--- src/rtl/synchronous_counter.sv ---
// synchronous_counter
//   Synchronous binary up-counter built from a chain of T flip-flops that
//   share one clock. Stage i toggles when the count enable T is high and
//   every lower stage holds 1, so all bits update on the same rising edge.
//
// Parameters:
//   WIDTH    number of counter bits / T flip-flop stages (1..32)
//
// Ports:
//   clk      input          rising-edge clock, sole clock of the block
//   reset_n  input          synchronous clear, ACTIVE-HIGH despite the name
//                           (a 1 clears Q on the next rising edge)
//   T        input          count enable: 1 = increment on next edge, 0 = hold
//   Q        output [W-1:0] current count, driven directly by the flip-flops
//   tc       output         (only with SYNC_COUNTER_TC_EN) terminal count:
//                           T AND Q == all-ones, held low while reset_n = 1;
//                           intended to drive T of a cascaded counter
//
// Build option:
//   SYNC_COUNTER_TC_EN  adds the tc output; when undefined the port is absent.

module synchronous_counter #(
  parameter int unsigned WIDTH = 4
) (
  input  logic             clk,
  input  logic             reset_n,
  input  logic             T,
`ifdef SYNC_COUNTER_TC_EN
  output logic             tc,
`endif
  output logic [WIDTH-1:0] Q
);

  // Per-stage toggle enables: ripple AND chain from T through the lower bits.
  logic [WIDTH-1:0] toggle;
  logic [WIDTH-1:0] q_q;
  logic [WIDTH-1:0] q_d;

  assign toggle[0] = T;

  for (genvar i = 1; i < WIDTH; i++) begin : g_chain
    assign toggle[i] = toggle[i-1] & q_q[i-1];
  end

  // One T flip-flop per bit; reset takes priority over toggling.
  for (genvar i = 0; i < WIDTH; i++) begin : g_tff
    always_comb begin
      q_d[i] = q_q[i] ^ toggle[i];
    end

    always_ff @(posedge clk) begin
      if (reset_n) begin
        q_q[i] <= 1'b0;
      end else begin
        q_q[i] <= q_d[i];
      end
    end
  end

  assign Q = q_q;

`ifdef SYNC_COUNTER_TC_EN
  // The top stage's enable already ANDs T with all lower bits, so adding the
  // top bit gives T AND (Q == all-ones) without a separate reduction.
  assign tc = toggle[WIDTH-1] & q_q[WIDTH-1] & ~reset_n;
`endif

endmodule

--- config.mk ---
export PLATFORM = sky130hd
export DESIGN_NAME = synchronous_counter
export DESIGN_NICKNAME = d
export VERILOG_FILES = /design/src/rtl/synchronous_counter.sv
export SDC_FILE = /design/constraint.sdc
export NUM_CORES = 1
export LEC_CHECK = 0
export ABC_AREA = 1
export BUFFER_PORTS_ARGS = -buffer_cell sky130_fd_sc_hd__clkbuf_2
export CAP_MARGIN = 0
export CORE_AREA = 4 4 41 43
export CTS_CLUSTER_DIAMETER = 200
export CTS_CLUSTER_SIZE = 16
export DETAILED_ROUTE_END_ITERATION = 6
export DIE_AREA = 0 0 45 47
export HOLD_SLACK_MARGIN = 0.06
export SLEW_MARGIN = 0
export SYNTH_ARGS = -nofsm -noshare
export SYNTH_HDL_FRONTEND = slang
export SYNTH_SLANG_ARGS = --single-unit
export TNS_END_PERCENT = 5
--- constraint.sdc ---
create_clock -name clk -period 1.05 [get_ports clk]
set_input_delay 0 -clock clk [delete_from_list [all_inputs] [get_ports clk]]
set_output_delay 0 -clock clk [all_outputs]
set_load 0.01 [all_outputs]
==> impl_results.md <==
- Clk_lat worst skew: 240 ps
- Syn-to-layout area delta: 80.62%
- DR vias: 144
- Core Rows: 13
- CTS buffer count: 3
- First-pass GRT wire length: 586 um
- Synthesized area: 161.4 sq um
- Sink Count: 4
- CTS tree: done
- Most frequent CP cell: ha_4
- H-tree levels: 1
- Max Buffers Root-to-Sink: 2
- Die area: 2115 sq um
- Non-Filler Instances: 43
- Initial Util: 0.1240
- Critical path class: reg2reg
- Die Span Y: 47 um
- Seq/Total Area, Yosys: 0.4961
- Synth Warn #: 0
- Max Cap Violations: 0
- Nets: 36
- Largest net degree at the start of global routing: 5
- Crit. End Element: flop
- Placed cell count: 39
- Worst EP arrival: 1210 ps
- CTS Root Buffer Type: clkbuf_4
- Post-Place Setup Slack: -2.424 ps
- CP max stage delay: 320 ps
- Number of antenna violations at the first check in global routing: 0
- Detailed Route Iter0 Violations: 0
- Top-area cell type share of the netlist area: 0.4961
- Gpl congestion: 0.6442
- Detail Placement HPWL: 247.9 um
- Top post-synthesis cells by area: dfxtp_1, ha_1, inv_1
- Crit path launch type: flop
- Core Region: 1301 sq um
- WP data required: 1230 ps
- Post-route ant nets: 0
- Worst hold slack: 113.6 ps
- Worst vdd ir: 0.5484 mV
- Io pins: 7
- Worst-path fanout max: 2
- Syn Area/Cell: 8.967 sq um
- Hold WC Path Type: in2reg
- Drc violations: 0
- Fillers: 156
- Final worst slack: 22.59 ps
- Post-DR wirelength/cell: 8.116 um
- P_leak: 0.1298 nW
- Port bufs: 6
- All-Layer GR Usage: 0.04660
- Layout Skew: 1.581 ps
- Final min period: 1027 ps
- Final count of pins violating max slew: 0
- Number of flip-flops in the largest register: 4
- Hold depth: 4
- Slowest CP cell: dfxtp_2
- Flops & latches, synth: 4
- Final setup viols: 0
- Chip width: 45 um
- Crit-path cells: ha_4, ha_4, ha_4, inv_2, nor2_2
- ANT cells: 0
- Tcrit/Tclk final: 0.9785
- Post-synth cell types: 6
- Post-Route WL: 349 um
- Final Hold Vio Count: 0
- Status: complete, no violations
- Met1 Wirelength: 113 um
- Net count after synthesis: 24
- Power Dens Cells: 1422 nW/um^2
- Worst Tran Pin Value: 135.7 ps
- FMAX: 0.9733 GHz
- Layout cells sized above 1: 0.6786
- Highest Signal Layer: met3
- Vias per cell: 3.349
- Pre-antenna DRT Iters: 1
- Unrepaired setup endpoints after global routing: true
- Utilization after layout: 0.2240
- Routed length on met2: 171 um
- Remaining Overflow, GRT: 0
- Reg2Reg Depth: 5
- Worst relative slew slack: 0.9094
- Worst-path clk slew: 40 ps
- Syn Inst Count: 18
- WL met3: 63 um
- Vias in the first global route: 140
- Synth area leader: dfxtp_1
-- area by class of cell --
| class | instances | area, sq um | share of cell area |
|---|---|---|---|
| Sequential cell | 4 | 81.33 | 0.2790 |
| Inverter | 4 | 15.01 | 0.05150 |
| Multi-Input combinational cell | 10 | 113.9 | 0.3906 |
| Clock buffer | 3 | 22.52 | 0.07725 |
| Tap cell | 15 | 18.77 | 0.06438 |
| Timing Repair Buffer | 7 | 40.04 | 0.1373 |
-- layout by cell type (no fill, tap or decap), drive strengths merged --
master	count
clkbuf	9
nor2	5
dfxtp	4
inv	4
ha	3
nand2	2
dlygate4sd3	1
-- final timing paths --
path / start / end / slack, ps
max: Q[0] / Q[2] / 20
min: T / Q[0] / 110
max reg2reg: Q[0] / Q[2] / 20
min reg2reg: Q[3] / Q[3] / 530
-- routing by layer --
metal,up-vias,global-route usage
li1,73,-
met1,63,0.04091
met2,8,0.05650
met3,0,0.06897
met4,0,0.01754
met5,-,0
-- per-stage QoR --
stage                     power (mW)  setup TNS, ps  area, sq um
after global routing          0.4523         -30.33        291.5
after CTS                     0.4217              0        284.0
after detailed placement      0.2106         -2.424        239.0
final                         0.4145              0        291.5
after global placement        0.2093              0        239.0
after floorplan               0.1927              0        190.2
-- critical path, delay by kind of cell, from the launching register on --
| family | cells | cell delay, ps |
|---|---|---|
| buf+inv | 1 | 30 |
| fa+ha+maj | 3 | 560 |
| simple gates | 1 | 50 |
| flops | 1 | 320 |
-- timing repair --
item / in CTS / in global routing
endpoints found under the hold margin: 4 / 0
setup endpoints to repair: 2 / 2
pin swaps: 0 / 1
resized for setup: 2 / 4
setup buffers: 0 / 0
hold buffers: 1 / 0
-- synth_stat cells (all sizes together) --
cell	instances
nor2	5
inv	4
nand2	2
ha	3
dfxtp	4
-- logic make-up after synthesis --
group	count (synthesis)	share of synthesized area
and+or+nand+nor	7	0.1783
DFF	4	0.4961
buffers and inverters	4	0.09300
adders and majority gates	3	0.2326
-- power breakdown --
group | internal (mW) | total (mW) | switching (mW)
Combinational | 0.0247 | 0.0479 | 0.0232
Clock | 0.128 | 0.197 | 0.0687
Sequential | 0.162 | 0.170 | 0.00778
No activity file was read; power rests on OpenSTA's default activity.
